File: src/rtl/ex_stage_pkg.sv
// Shared widths, bus layouts, opcode bit positions and divider state encodings
// for the execute stage and its divider.
package ex_stage_pkg;

  localparam int ID_TO_EX_WD  = 154;
  localparam int EX_TO_MEM_WD = 147;
  localparam int EX_TO_ID_WD  = 39;
  localparam int STALL_BUS    = 6;

  localparam logic STOP    = 1'b1;
  localparam logic NO_STOP = 1'b0;

  localparam int ALU_ADD  = 11;
  localparam int ALU_SUB  = 10;
  localparam int ALU_SLT  = 9;
  localparam int ALU_SLTU = 8;
  localparam int ALU_AND  = 7;
  localparam int ALU_NOR  = 6;
  localparam int ALU_OR   = 5;
  localparam int ALU_XOR  = 4;
  localparam int ALU_SLL  = 3;
  localparam int ALU_SRL  = 2;
  localparam int ALU_SRA  = 1;
  localparam int ALU_LUI  = 0;

  localparam int MEM_SB = 4;
  localparam int MEM_SH = 3;
  localparam int MEM_SW = 2;
  localparam int MEM_LW = 1;
  localparam int MEM_LH = 0;

  typedef enum logic [1:0] {
    DIV_IDLE = 2'd0,
    DIV_BUSY = 2'd1,
    DIV_DONE = 2'd2
  } div_state_t;

  // Field order is MSB first, matching the flat ID->EX bus.
  typedef struct packed {
    logic [1:0]  div_op;
    logic [4:0]  mem_op;
    logic [11:0] alu_op;
    logic [31:0] pc;
    logic [31:0] src1;
    logic [31:0] src2;
    logic        sel_rf_res;
    logic        rf_we;
    logic [4:0]  rf_waddr;
    logic [31:0] rf_rdata2;
  } id_to_ex_t;

  typedef struct packed {
    logic        hi_we;
    logic        lo_we;
    logic [31:0] hi;
    logic [31:0] lo;
    logic [4:0]  mem_op;
    logic [31:0] pc;
    logic        data_ram_en;
    logic [3:0]  data_ram_wen;
    logic        sel_rf_res;
    logic        rf_we;
    logic [4:0]  rf_waddr;
    logic [31:0] ex_result;
  } ex_to_mem_t;

  function automatic logic [31:0] abs32(input logic [31:0] v);
    return v[31] ? (~v + 32'd1) : v;
  endfunction

endpackage

File: src/rtl/ex_stage_div.sv
// 32-iteration restoring divider: magnitudes are latched on start, one
// shift-subtract per cycle, signs are reapplied while the result is held.
module div_iter
  import ex_stage_pkg::*;
(
  input  logic        clk,
  input  logic        rst,
  input  logic        start,
  input  logic        abort,
  input  logic        ack,
  input  logic        signed_op,
  input  logic [31:0] a,
  input  logic [31:0] b,
  output logic        busy,
  output logic        done,
  output logic [31:0] quotient,
  output logic [31:0] remainder,
  output logic [1:0]  state
);

  div_state_t state_q, state_d;
  logic [4:0]  cnt;
  logic [31:0] rem, quo, divisor;
  logic        neg_q, neg_r;
  logic [32:0] shifted, diff;

  always_comb begin
    state_d = state_q;
    case (state_q)
      DIV_IDLE: if (start) state_d = DIV_BUSY;
      DIV_BUSY: if (cnt == 5'd31) state_d = DIV_DONE;
      DIV_DONE: if (ack) state_d = DIV_IDLE;
      default:  state_d = DIV_IDLE;
    endcase
  end

  assign shifted = {rem, quo[31]};
  assign diff    = shifted - {1'b0, divisor};

  always_ff @(posedge clk) begin
    if (rst || abort) begin
      state_q <= DIV_IDLE;
      cnt     <= 5'd0;
      rem     <= 32'd0;
      quo     <= 32'd0;
      divisor <= 32'd0;
      neg_q   <= 1'b0;
      neg_r   <= 1'b0;
    end else begin
      state_q <= state_d;
      if (state_q == DIV_IDLE && start) begin
        quo     <= signed_op ? abs32(a) : a;
        divisor <= signed_op ? abs32(b) : b;
        rem     <= 32'd0;
        // Divide by zero keeps the all-ones quotient regardless of sign.
        neg_q   <= signed_op && (a[31] ^ b[31]) && (b != 32'd0);
        neg_r   <= signed_op && a[31];
        cnt     <= 5'd0;
      end else if (state_q == DIV_BUSY) begin
        if (!diff[32]) begin
          rem <= diff[31:0];
          quo <= {quo[30:0], 1'b1};
        end else begin
          rem <= shifted[31:0];
          quo <= {quo[30:0], 1'b0};
        end
        cnt <= cnt + 5'd1;
      end
    end
  end

  assign busy      = (state_q == DIV_BUSY);
  assign done      = (state_q == DIV_DONE);
  assign quotient  = neg_q ? (~quo + 32'd1) : quo;
  assign remainder = neg_r ? (~rem + 32'd1) : rem;
  assign state     = state_q;

endmodule

File: src/rtl/ex_stage.sv
// Execute stage: input register, one-hot ALU, data-SRAM request generation,
// iterative divider with front-of-pipe stall request.
module ex_stage
  import ex_stage_pkg::*;
(
  input  logic                    clk,
  input  logic                    rst,
  input  logic                    flush,
  input  logic [STALL_BUS-1:0]    stall,
  input  logic [ID_TO_EX_WD-1:0]  id_to_ex_bus,
  output logic [EX_TO_MEM_WD-1:0] ex_to_mem_bus,
  output logic [EX_TO_ID_WD-1:0]  ex_to_id_bus,
  output logic                    stallreq_for_ex,
  output logic                    data_sram_en,
  output logic [3:0]              data_sram_wen,
  output logic [31:0]             data_sram_addr,
  output logic [31:0]             data_sram_wdata,
  output logic [1:0]              div_state
);

  id_to_ex_t   ex_q;
  ex_to_mem_t  mem_s;
  logic [31:0] ex_result;
  logic [31:0] src1, src2;
  logic        mem_en;
  logic [3:0]  mem_wen;
  logic [31:0] mem_wdata;
  logic        div_busy, div_done;
  logic [31:0] div_quo, div_rem;

  always_ff @(posedge clk) begin
    if (rst || flush) begin
      ex_q <= '0;
    end else if (stall[2] == STOP && stall[3] == NO_STOP) begin
      ex_q <= '0;
    end else if (stall[2] == NO_STOP) begin
      ex_q <= id_to_ex_bus;
    end
  end

  assign src1 = ex_q.src1;
  assign src2 = ex_q.src2;

  always_comb begin
    ex_result = 32'd0;
    if (ex_q.alu_op[ALU_ADD])  ex_result = src1 + src2;
    if (ex_q.alu_op[ALU_SUB])  ex_result = src1 - src2;
    if (ex_q.alu_op[ALU_SLT])  ex_result = {31'd0, $signed(src1) < $signed(src2)};
    if (ex_q.alu_op[ALU_SLTU]) ex_result = {31'd0, src1 < src2};
    if (ex_q.alu_op[ALU_AND])  ex_result = src1 & src2;
    if (ex_q.alu_op[ALU_NOR])  ex_result = ~(src1 | src2);
    if (ex_q.alu_op[ALU_OR])   ex_result = src1 | src2;
    if (ex_q.alu_op[ALU_XOR])  ex_result = src1 ^ src2;
    if (ex_q.alu_op[ALU_SLL])  ex_result = src2 << src1[4:0];
    if (ex_q.alu_op[ALU_SRL])  ex_result = src2 >> src1[4:0];
    if (ex_q.alu_op[ALU_SRA])  ex_result = $signed(src2) >>> src1[4:0];
    if (ex_q.alu_op[ALU_LUI])  ex_result = {src2[15:0], 16'd0};
  end

  // Halfword stores to an odd address raise no byte enables at all.
  always_comb begin
    mem_en    = |ex_q.mem_op;
    mem_wen   = 4'b0000;
    mem_wdata = 32'd0;
    if (ex_q.mem_op[MEM_SW]) begin
      mem_wen   = 4'b1111;
      mem_wdata = ex_q.rf_rdata2;
    end else if (ex_q.mem_op[MEM_SH]) begin
      mem_wdata = {2{ex_q.rf_rdata2[15:0]}};
      case (ex_result[1:0])
        2'b00:   mem_wen = 4'b0011;
        2'b10:   mem_wen = 4'b1100;
        default: mem_wen = 4'b0000;
      endcase
    end else if (ex_q.mem_op[MEM_SB]) begin
      mem_wdata = {4{ex_q.rf_rdata2[7:0]}};
      mem_wen   = 4'b0001 << ex_result[1:0];
    end
  end

  assign data_sram_en    = mem_en;
  assign data_sram_wen   = mem_wen;
  assign data_sram_addr  = mem_en ? ex_result : 32'd0;
  assign data_sram_wdata = mem_wdata;

  div_iter u_div (
    .clk       (clk),
    .rst       (rst),
    .start     (|ex_q.div_op),
    .abort     (flush),
    .ack       (stall[3] == NO_STOP),
    .signed_op (ex_q.div_op[1]),
    .a         (src1),
    .b         (src2),
    .busy      (div_busy),
    .done      (div_done),
    .quotient  (div_quo),
    .remainder (div_rem),
    .state     (div_state)
  );

  assign stallreq_for_ex = (|ex_q.div_op) && (div_busy || !div_done);

  always_comb begin
    mem_s              = '0;
    mem_s.hi_we        = div_done;
    mem_s.lo_we        = div_done;
    mem_s.hi           = div_done ? div_rem : 32'd0;
    mem_s.lo           = div_done ? div_quo : 32'd0;
    mem_s.mem_op       = ex_q.mem_op;
    mem_s.pc           = ex_q.pc;
    mem_s.data_ram_en  = mem_en;
    mem_s.data_ram_wen = mem_wen;
    mem_s.sel_rf_res   = ex_q.sel_rf_res;
    mem_s.rf_we        = ex_q.rf_we;
    mem_s.rf_waddr     = ex_q.rf_waddr;
    mem_s.ex_result    = ex_result;
  end

  assign ex_to_mem_bus = mem_s;
  assign ex_to_id_bus  = {ex_q.mem_op[MEM_LW] | ex_q.mem_op[MEM_LH],
                          ex_q.rf_we, ex_q.rf_waddr, ex_result};

endmodule

File: config.mk
export PLATFORM = sky130hd
export DESIGN_NAME = ex_stage
export DESIGN_NICKNAME = d
export VERILOG_FILES = /design/src/rtl/ex_stage_pkg.sv /design/src/rtl/ex_stage_div.sv /design/src/rtl/ex_stage.sv
export SDC_FILE = /design/constraint.sdc
export NUM_CORES = 1
export LEC_CHECK = 0
export CAP_MARGIN = 10
export CORE_AREA = 8 8 315 286
export CTS_CLUSTER_SIZE = 28
export DETAILED_ROUTE_END_ITERATION = 8
export DIE_AREA = 0 0 323 294
export PLACE_DENSITY = 0.56
export SETUP_SLACK_MARGIN = 0.3
export SYNTH_ARGS = -nofsm -noshare
export SYNTH_HDL_FRONTEND = slang
export SYNTH_SLANG_ARGS = --single-unit
File: constraint.sdc
create_clock -name clk -period 12.8 [get_ports clk]
set_clock_uncertainty 0.1 [all_clocks]
set_input_delay 1.92 -clock clk [delete_from_list [all_inputs] [get_ports clk]]
set_output_delay 1.92 -clock clk [all_outputs]
set_load 0.02 [all_outputs]
# Word level (Yosys, flattened, before mapping)
# Cells that the tools add are included.
[word_totals]
out_inout_bits = 258
regBits = 259
[op_classes]
bitwise = 11
n_eq_ne = 7
order_cmp = 2
n_reduce_logical = 18
shift = 4
n_mux = 36
addsub = 8
[op_table]
columns = ["op", "n"]
rows = [
  ["32-bit two-way mux", 27],
  ["32-bit NOT", 5],
  ["32-bit by 1-bit adder with 32-bit output (second input constant)", 4],
  ["32-bit less-than comparator", 2],
  ["33-bit by 32-bit subtractor with 33-bit output", 1],
  ["32-bit adder", 1],
  ["32-bit bitwise AND", 1],
  ["32-bit bitwise OR", 1],
  ["32-bit nonzero test", 1],
  ["32-bit by 5-bit left shift with 32-bit output", 1],
  ["32-bit by 5-bit >> shifter with 32-bit output", 1],
  ["32-bit by 5-bit >>> shifter with 32-bit output", 1],
  ["32-bit subtractor", 1],
  ["32-bit bitwise XOR", 1],
  ["4-bit two-way mux", 3],
  ["4-bit case mux with 2 select lines", 1],
  ["1-bit logical AND", 6],
  ["2-bit two-way mux", 3],
  ["2-bit case mux with 3 select lines", 1],
  ["2-bit OR reduction", 3],
  ["5-bit by 1-bit adder with 5-bit output (second input constant)", 1],
  ["5-bit == test (second input constant)", 1],
  ["5-bit OR reduction", 1],
  ["2-bit == test (second input constant)", 2],
  ["other kinds (13)", 16],
]

# Longest topological paths before layout
# Gate-level depths: netlist (run 1).
[logic_depth]
word_depth = 17
ltp_mapped = 19
ltp_nobuf = 15

# By module
# A second synthesis (run 1) with hierarchy kept.
[hier_totals]
cells_unflattened = 3549
area_unflattened_um2 = 26297.7
[by_module_without_submodules]
columns = ["module", "seq_area_each_um2", "cells_each", "instances", "area_per_inst_um2"]
rows = [
  ["ex_stage", 3083.0, 2394, 1, 17653.2],
  ["div_iter", 2102.0, 1155, 1, 8644.5],
]

# Worst setup path after synthesis (run 1)
# No wires, ideal clock.
[synth_timing]
path_kind = "register to output"
start = "register ex_q, in the netlist src1[2]"
end = "output data_sram_addr[29]"
path_buffers = 5
slack_ns = 5.692
required_ns = 10.780
stages_incl_launch_ff = 18
arrival_ns = 5.088
cell_sequence = "dfxtp_1 -> clkbuf_1 -> inv_2 -> buf_1 -> buf_1 -> clkbuf_1 -> ha_1 -> clkbuf_1 -> inv_1 -> o221ai_1 -> a211o_1 -> o211ai_1 -> a21oi_1 -> o31ai_1 -> a41o_1 -> a211oi_1 -> o41ai_1 -> and2_1"
[synth_via]
elab_chain_cells = 14
[synth_lines]
columns = ["element", "line_no", "source"]
rows = [
  ["start: declaration", "ex_stage.sv:21", "id_to_ex_t ex_q;"],
  ["start signal: assignment", "ex_stage.sv:37", "ex_q <= id_to_ex_bus;"],
  ["32-bit adder", "ex_stage.sv:46", "if (ex_q.alu_op[ALU_ADD]) ex_result = src1 + src2;"],
  ["32-bit two-way mux", "ex_stage.sv:46", ""],
  ["32-bit two-way mux", "ex_stage.sv:47", "if (ex_q.alu_op[ALU_SUB]) ex_result = src1 - src2;"],
  ["32-bit two-way mux", "ex_stage.sv:48", "if (ex_q.alu_op[ALU_SLT]) ex_result = {31'd0, $signed(src1) < $signed(src2)};"],
  ["32-bit two-way mux", "ex_stage.sv:49", "if (ex_q.alu_op[ALU_SLTU]) ex_result = {31'd0, src1 < src2};"],
  ["32-bit two-way mux", "ex_stage.sv:50", "if (ex_q.alu_op[ALU_AND]) ex_result = src1 & src2;"],
  ["32-bit two-way mux", "ex_stage.sv:51", "if (ex_q.alu_op[ALU_NOR]) ex_result = ~(src1 | src2);"],
  ["32-bit two-way mux", "ex_stage.sv:52", "if (ex_q.alu_op[ALU_OR]) ex_result = src1 | src2;"],
  ["32-bit two-way mux", "ex_stage.sv:53", "if (ex_q.alu_op[ALU_XOR]) ex_result = src1 ^ src2;"],
  ["32-bit two-way mux", "ex_stage.sv:54", "if (ex_q.alu_op[ALU_SLL]) ex_result = src2 << src1[4:0];"],
  ["32-bit two-way mux", "ex_stage.sv:55", "if (ex_q.alu_op[ALU_SRL]) ex_result = src2 >> src1[4:0];"],
  ["32-bit two-way mux (*)", "ex_stage.sv:56", "if (ex_q.alu_op[ALU_SRA]) ex_result = $signed(src2) >>> src1[4:0];"],
  ["32-bit two-way mux (*)", "ex_stage.sv:57", "if (ex_q.alu_op[ALU_LUI]) ex_result = {src2[15:0], 16'd0};"],
  ["via ex_to_id_bus[29]", "ex_stage.sv:12", "output logic [EX_TO_ID_WD-1:0] ex_to_id_bus,"],
  ["32-bit two-way mux (*)", "ex_stage.sv:83", "assign data_sram_addr = mem_en ? ex_result : 32'd0;"],
  ["end: declaration", "ex_stage.sv:16", "output logic [31:0] data_sram_addr,"],
]
# The timed path passes the listed nets; every way through them passes the cells marked *.

# Worst setup path in the final report (run 1)
[layout_timing]
start = "register ex_q, in the netlist src2[7]"
end = "output data_sram_addr[27]"
[layout_via]
elab_chain_cells = 14
[layout_lines]
columns = ["element", "line_no"]
rows = [
  ["32-bit adder", "ex_stage.sv:46"],
  ["32-bit two-way mux", "ex_stage.sv:46"],
  ["32-bit two-way mux", "ex_stage.sv:47"],
  ["32-bit two-way mux", "ex_stage.sv:48"],
  ["32-bit two-way mux", "ex_stage.sv:49"],
  ["32-bit two-way mux", "ex_stage.sv:50"],
  ["32-bit two-way mux", "ex_stage.sv:51"],
  ["32-bit two-way mux", "ex_stage.sv:52"],
  ["32-bit two-way mux", "ex_stage.sv:53"],
  ["32-bit two-way mux", "ex_stage.sv:54"],
  ["32-bit two-way mux", "ex_stage.sv:55"],
  ["32-bit two-way mux (*)", "ex_stage.sv:56"],
  ["32-bit two-way mux (*)", "ex_stage.sv:57"],
  ["32-bit two-way mux (*)", "ex_stage.sv:83"],
]
# Every way passes the cells marked *; elsewhere a longest branch is shown, timed or not.

==> flow_summary.toml, run 1 <==
[clock_network]
clock-sinks = 259
clock-root-buffer = "clkbuf_16"
clk_pin_slew_ns = 0.06
cts_resized = 0
cts_buffers = 36
clock_latency_ns = 0.57
clk_path_buf_depth = 3
htree_num_levels = 2
cts_setup_buffers = 0
cts_tree = "yes"
ctsHoldBuffers = 0

[synth]
syn_area_um2 = 25200
synth_seq_area_share = 0.206
synth_seq_cells = 259
synth_edf_count = 0
synth.net_count = 3731
synthArstFlopShare = 0
synth_cells = 3431
yosys_warnings = 0
avgSynthCellArea_um2 = 7.34
yosysUniqueCellTypes = 88
ys.flop_type = "dfxtp_1"

[route]
wl_per_cell_um = 23.9
via_per_inst = 5.60
drc = 0
wirelength_um = 113000
drt_iter0_markers = 2830
ant_nets = 0
first_pass_iters = 6
vias = 26600

[critical_path]
cp-endpoint = "data_sram_addr[27]"
cp_num_cells = 13
cpLargestDelayFamily = "compound AO/OA/AOI/OAI gates"
worstRegToRegCells = 11
r2r-end = "u_div.quo[29]"
critical_path_required_ns = 10.78
worst_path_most_repeated_cell = "a21oi_1"
worst-path-buf-inv = 2
cp-start-kind = "flip-flop"
slowest_stage = "o31ai_1"
r2r_slack_ns = 8.14
r2r-start = "src1[3]"
cp_slowest_stage_delay_ns = 0.89
worstPathMaxFanout = 12
cp-end-kind = "output port"
startpoint = "src2[7]"
critPathArrivalTime_ns = 6.85
path_class = "flip-flop to output port"
crit_chain = "inv_1, ha_1, or4_1, a211o_1, o211ai_1, a21oi_1, o31ai_1, a21oi_1, o211a_1, o32ai_1, a21o_1, and2_1, clkdlybuf4s50_1"

[global_route]
grt_pass1_vias = 24900
grt_overflow = 0
grt_max_degree = 93
grt_use_met3 = 0.0671
top_usage_layer = "met2"
grt.total_usage = 0.226
antenna_found_initial = 5
grt_use_met2 = 0.353
grtUsageMet1 = 0.294
grt_pass1_wl_um = 166000

[sta]
max-slew-margin-rel = 0.238
fmax_mhz = 113
drv_slew = 0
period_needed_ns = 8.87
hold_slack_ns = 0.356
fin_crit_sh = 0.693
rsz0062_at_grt = "false"
hold_violations = 0
tightest_slew_ns = 1.14
worst_slack_ns = 3.93
setup_violations = 0
finalSetupTns_ns = 0

[place]
hpwl_um = 85600
dpl-instance-area_um2 = 29600
place_ws_ns = 4.83
dp.cells = 4689
io_buffers = 416
globalplace.congestion = 1.00

[layout]
regArea_um2 = 5200
multiInputGateArea_um2 = 17800
postLayoutCellArea_um2 = 30800
fin_cells = 4754
diodes = 0
area_delta_synth_final_pct = 22.2
nFillCells = 9062
drive_gt1_frac = 0.0615
nNetsFinal = 3883

[pwr]
peakVddDrop_uv = 89.7
p_per_area_nw_per_um2 = 87.3
p_leak_nw = 11.4

[outcome]
status = "completed"

[die]
die_h_um = 294
ios = 421
die_w_um = 323
dieArea_um2 = 95000
core_um2 = 85000
initial_core_util = 0.296
rows = 102

[min_path]
hp-class = "flip-flop to flip-flop"

[run]
max_cap_violations = 0
worst reg2reg max path, delay by kind of cell (launching register included):
family	cells	cell delay [ns]
AO/OA/AOI/OAI	2	0.34
XOR/XNOR	1	0.46
buffers and inverters	1	0.37
AND/OR/NAND/NOR	7	2.92
flip-flops	1	0.37
synth_stat cells (all sizes together), types with 15 or more instances:
cell / instances / share of area
a211o: 15 / 0.0052
a211oi: 73 / 0.022
a21o: 27 / 0.0080
a21oi: 250 / 0.050
a221oi: 19 / 0.0066
a311oi: 40 / 0.014
a31oi: 34 / 0.0084
and2: 19 / 0.0047
buf: 146 / 0.035
clkbuf: 210 / 0.031
dfxtp: 259 / 0.21
ha: 134 / 0.067
inv: 151 / 0.023
mux2i: 232 / 0.092
mux4: 49 / 0.044
nand2: 282 / 0.042
nand2b: 20 / 0.0050
nand3: 42 / 0.0083
nand4: 20 / 0.0050
nor2: 565 / 0.084
nor2b: 32 / 0.0079
nor3: 54 / 0.011
nor4: 15 / 0.0037
o211ai: 24 / 0.0072
o21a: 15 / 0.0045
o21ai: 222 / 0.044
o21bai: 24 / 0.0072
o22ai: 16 / 0.0040
o31ai: 37 / 0.011
o41ai: 16 / 0.0059
or2: 15 / 0.0038
or3: 27 / 0.0069
or4: 16 / 0.0056
xnor2: 113 / 0.039
xor2: 67 / 0.023
state kept, by name (all words and copies together), names as in the netlist, 2 cells and up:
name	cells
ex_q	46
ex_to_mem_bus	38
src1	32
src2	32
u_div.divisor	32
u_div.quo	32
u_div.rem	32
ex_to_id_bus	6
u_div.cnt	5
u_div.state	2
layer usage:
layer	wire length [um]	vias up
met3	12100	246
met5	37	-
li1	-	12400
met2	49300	1368
met4	4610	6
met1	47400	12500
per-stage QoR:
stage               power (mW)   util
finish                    2.69  0.362
global route              2.81  0.362
floorplan                 1.38      -
detailed placement        1.66  0.348
CTS                       2.71  0.362
global placement          1.66  0.348
where the power goes:
part           switching (mW)  total, mW  internal (mW)
Clock                   0.420       1.03          0.612
Combinational           0.469      0.795          0.326
Sequential             0.0347      0.860          0.826
Total                   0.924       2.69           1.76
final cells by class:
cell class | count | area share
clock buffers | 54 | 0.0341
clock inverters | 11 | 0.00476
inverters | 152 | 0.0185
multi-input cells | 2664 | 0.579
flip-flops and latches | 259 | 0.169
well taps | 1144 | 0.0465
repair buffers | 470 | 0.149
logic make-up (layout without fill, tap and decap cells):
logic type / after synthesis / in the layout / synth area share
AO/OA/AOI/OAI: 930 / 930 / 0.240
XOR/XNOR: 180 / 180 / 0.0626
adder cells (fa/ha/maj): 137 / 137 / 0.0689
buffers and inverters: 508 / 687 / 0.0893
flip-flops: 259 / 259 / 0.206
multiplexers: 288 / 288 / 0.139
AND/OR/NAND/NOR: 1129 / 1129 / 0.195
layout by cell type, fill, tap and decap left out, types with 16 or more instances in the layout:
cell type          n
inv_1            142
clkdlybuf4s50_1  415
and2_1            19
a211oi_1          73
o22ai_1           16
a21o_1            27
ha_1             134
a311oi_1          40
a221oi_1          19
nand2_1          281
nor2_1           564
dfxtp_1          253
mux2i_1          232
xor2_1            67
xnor2_1          113
o21ai_1           46
o21bai_1          24
nor2b_1           31
o31ai_1           36
a21oi_1          250
a31oi_1           34
mux4_2            49
nand4_1           20
or3_1             26
o21ai_0          174
nand3_1           42
o211ai_1          24
clkbuf_16         36
nor3_1            51
buf_4             54
nand2b_1          19
worst min path at each step:
stage / start / end / slack, ns / cells after the start
finish: u_div.divisor[31] / u_div.divisor[31] / 0.36 / 2
global route: u_div.divisor[22] / u_div.divisor[22] / 0.38 / 2
CTS: u_div.divisor[22] / u_div.divisor[22] / 0.36 / 2
detailed placement: u_div.divisor[22] / u_div.divisor[22] / 0.35 / 2
global placement: u_div.divisor[31] / u_div.divisor[31] / 0.34 / 2
floorplan: u_div.divisor[22] / u_div.divisor[22] / 0.33 / 2
No activity file was read; power rests on OpenSTA's default activity.
==> inputs of run 2 (changes only) <==
--- a/config.mk
+++ b/config.mk
@@ -10,7 +10,7 @@
 export CTS_CLUSTER_SIZE = 28
 export DETAILED_ROUTE_END_ITERATION = 8
 export DIE_AREA = 0 0 323 294
-export PLACE_DENSITY = 0.56
+export PLACE_DENSITY = 0.58
 export SETUP_SLACK_MARGIN = 0.3
 export SYNTH_ARGS = -nofsm -noshare
 export SYNTH_HDL_FRONTEND = slang
==> constraint.sdc (replaced) <==
create_clock -name clk -period 7.12 [get_ports clk]
set_clock_uncertainty 0.1 [all_clocks]
set_input_delay 1.068 -clock clk [delete_from_list [all_inputs] [get_ports clk]]
set_output_delay 1.068 -clock clk [all_outputs]
set_load 0.02 [all_outputs]
==> flow_summary.toml, run 2 (same netlist as run 1, synthesis figures left out) <==
[layout]
layout_commonest_cell = "nor2_1"
area_delta_synth_final_pct = 23.0
drive_gt1_frac = 0.0714
final_cell_mix = "nor2_1 (565), clkdlybuf4s50_1 (415), nand2_1 (281), dfxtp_1 (252), a21oi_1 (249)"
largest-register = "ex_q"
largest_register_ffs = 46
nNetsFinal = 3917

[route]
ant_nets = 0
drt_iter0_markers = 2942
first_pass_iters = 6
wirelength_um = 114000
via_per_inst = 5.59
vias = 26800
wl_per_cell_um = 23.8
drc = 0

[global_route]
grt_max_degree = 155
grt.total_usage = 0.227
grt_overflow = 0
grt_pass1_wl_um = 166000
grt_pass1_vias = 25100
antenna_found_initial = 6

[clock_network]
cts_setup_buffers = 0
clk_pin_slew_ns = 0.06
clock-root-buffer = "clkbuf_16"
clock-sinks = 259
clk_path_buf_depth = 3
ctsHoldBuffers = 0
cts_tree = "yes"
cts_buffers = 35
htree_num_levels = 2
clock_latency_ns = 0.56

[min_path]
holdPathStages = 2
hp-class = "flip-flop to flip-flop"
whs_endpoint = "u_div.divisor[22]"
holdCritStartpoint = "u_div.divisor[22]"

[critical_path]
worst-path-buf-inv = 2
crit_chain = "inv_1, ha_1, nor2_1, o221ai_1, a211o_1, a21boi_1, a211oi_1, o21ai_1, a21oi_1, xnor2_1, a221oi_1, o22ai_1, and2_1, clkdlybuf4s50_1"
slowest_stage = "a211oi_1"
worstPathMaxFanout = 25
cp-start-kind = "flip-flop"
r2r-end = "u_div.quo[29]"
worstRegToRegCells = 11
r2r-start = "src1[3]"
cpLargestDelayFamily = "compound AO/OA/AOI/OAI gates"
critical_path_required_ns = 5.95
cp_slowest_stage_delay_ns = 0.65
r2r_slack_ns = 2.23
path_class = "flip-flop to output port"
critPathArrivalTime_ns = 5.60
cp-end-kind = "output port"

[sta]
fin_crit_sh = 0.950
tightest_slew_ns = 1.15
finalSetupTns_ns = 0
worst_slack_ns = 0.354
hold_violations = 0
drv_slew = 0
fmax_mhz = 148
max-slew-margin-rel = 0.230
setup_violations = 0
rsz0062_at_grt = "false"
period_needed_ns = 6.77

[place]
globalplace.congestion = 1.02
hpwl_um = 86300
io_buffers = 416
place_ws_ns = 0.895

[die]
core_um2 = 85000
die_w_um = 323
dieArea_um2 = 95000
initial_core_util = 0.296
rows = 102
die_h_um = 294
ios = 421

[run]
max_cap_violations = 0

[pwr]
p_total_mw = 4.73
p_per_area_nw_per_um2 = 153
peakVddDrop_uv = 134
p_leak_nw = 11.5

[outcome]
status = "completed"
run 2: cell types whose count changed in the layout (fill, tap and decap cells not counted), sizes merged:
cell and change:
clkinvlp +2, clkbuf -7, buf +35, bufinv -1, clkinv +4, diode +1
run 2: final cells by class:
type	instances	area, um2
clock buffers	47	941
clock inverters	16	158
fillers	9125	54000
inverters	152	571
diodes	1	2.50
flip-flops and latches	259	5200
repair buffers	505	4860
well taps	1144	1430
multi-input cells	2664	17800
run 2: how the worst max path moves through the flow:
stage	startpoint	slack, ns	cells past startpoint	endpoint
6_report	src1[1]	0.35	14	data_sram_addr[31]
5_1_grt	src1[0]	0.32	17	data_sram_addr[30]
4_1_cts	src1[14]	0.33	13	data_sram_addr[30]
3_5_place_dp	src2[0]	0.89	15	ex_to_id_bus[0]
3_3_place_gp	src2[0]	0.87	16	data_sram_addr[30]
2_1_floorplan	src1[2]	0.86	17	data_sram_addr[29]
run 2: metrics by stage:
step	utilization	instances	hold slack, ns	area (um2)
2_1_floorplan	-	3431	0.332	25200
3_3_place_gp	0.351	4724	0.343	29900
3_5_place_dp	0.351	4724	0.351	29900
4_1_cts	0.364	4787	0.359	31000
5_1_grt	0.365	4787	0.388	31000
6_report	0.365	4788	0.357	31000
run 2: repair_timing:
item,CTS,global route
resized for setup,1,5
setup endpoints to repair,5,12
cloned,0,0
pin swaps,0,0
run 2: routing by layer:
layer  GRT usage  vias to the layer above  wire length (um)  share of wire
met4      0.0931                        2              5160          0.045
met1       0.304                    12600             47200           0.41
met2       0.346                     1424             48700           0.43
met3      0.0601                      263             12900           0.11
li1            -                    12500                 -              -
met5           0                        -                13        0.00011
run 2: power breakdown:
part	switching, mW	internal, mW	total (mW)
Combinational	0.866	0.606	1.47
Clock	0.750	0.980	1.73
Sequential	0.0464	1.48	1.53
run 2: tightest hold or removal path: stages, from the launching register on:
cell     delay (ns)
dfxtp_1        0.31
nand2_1        0.05
a21oi_1        0.05
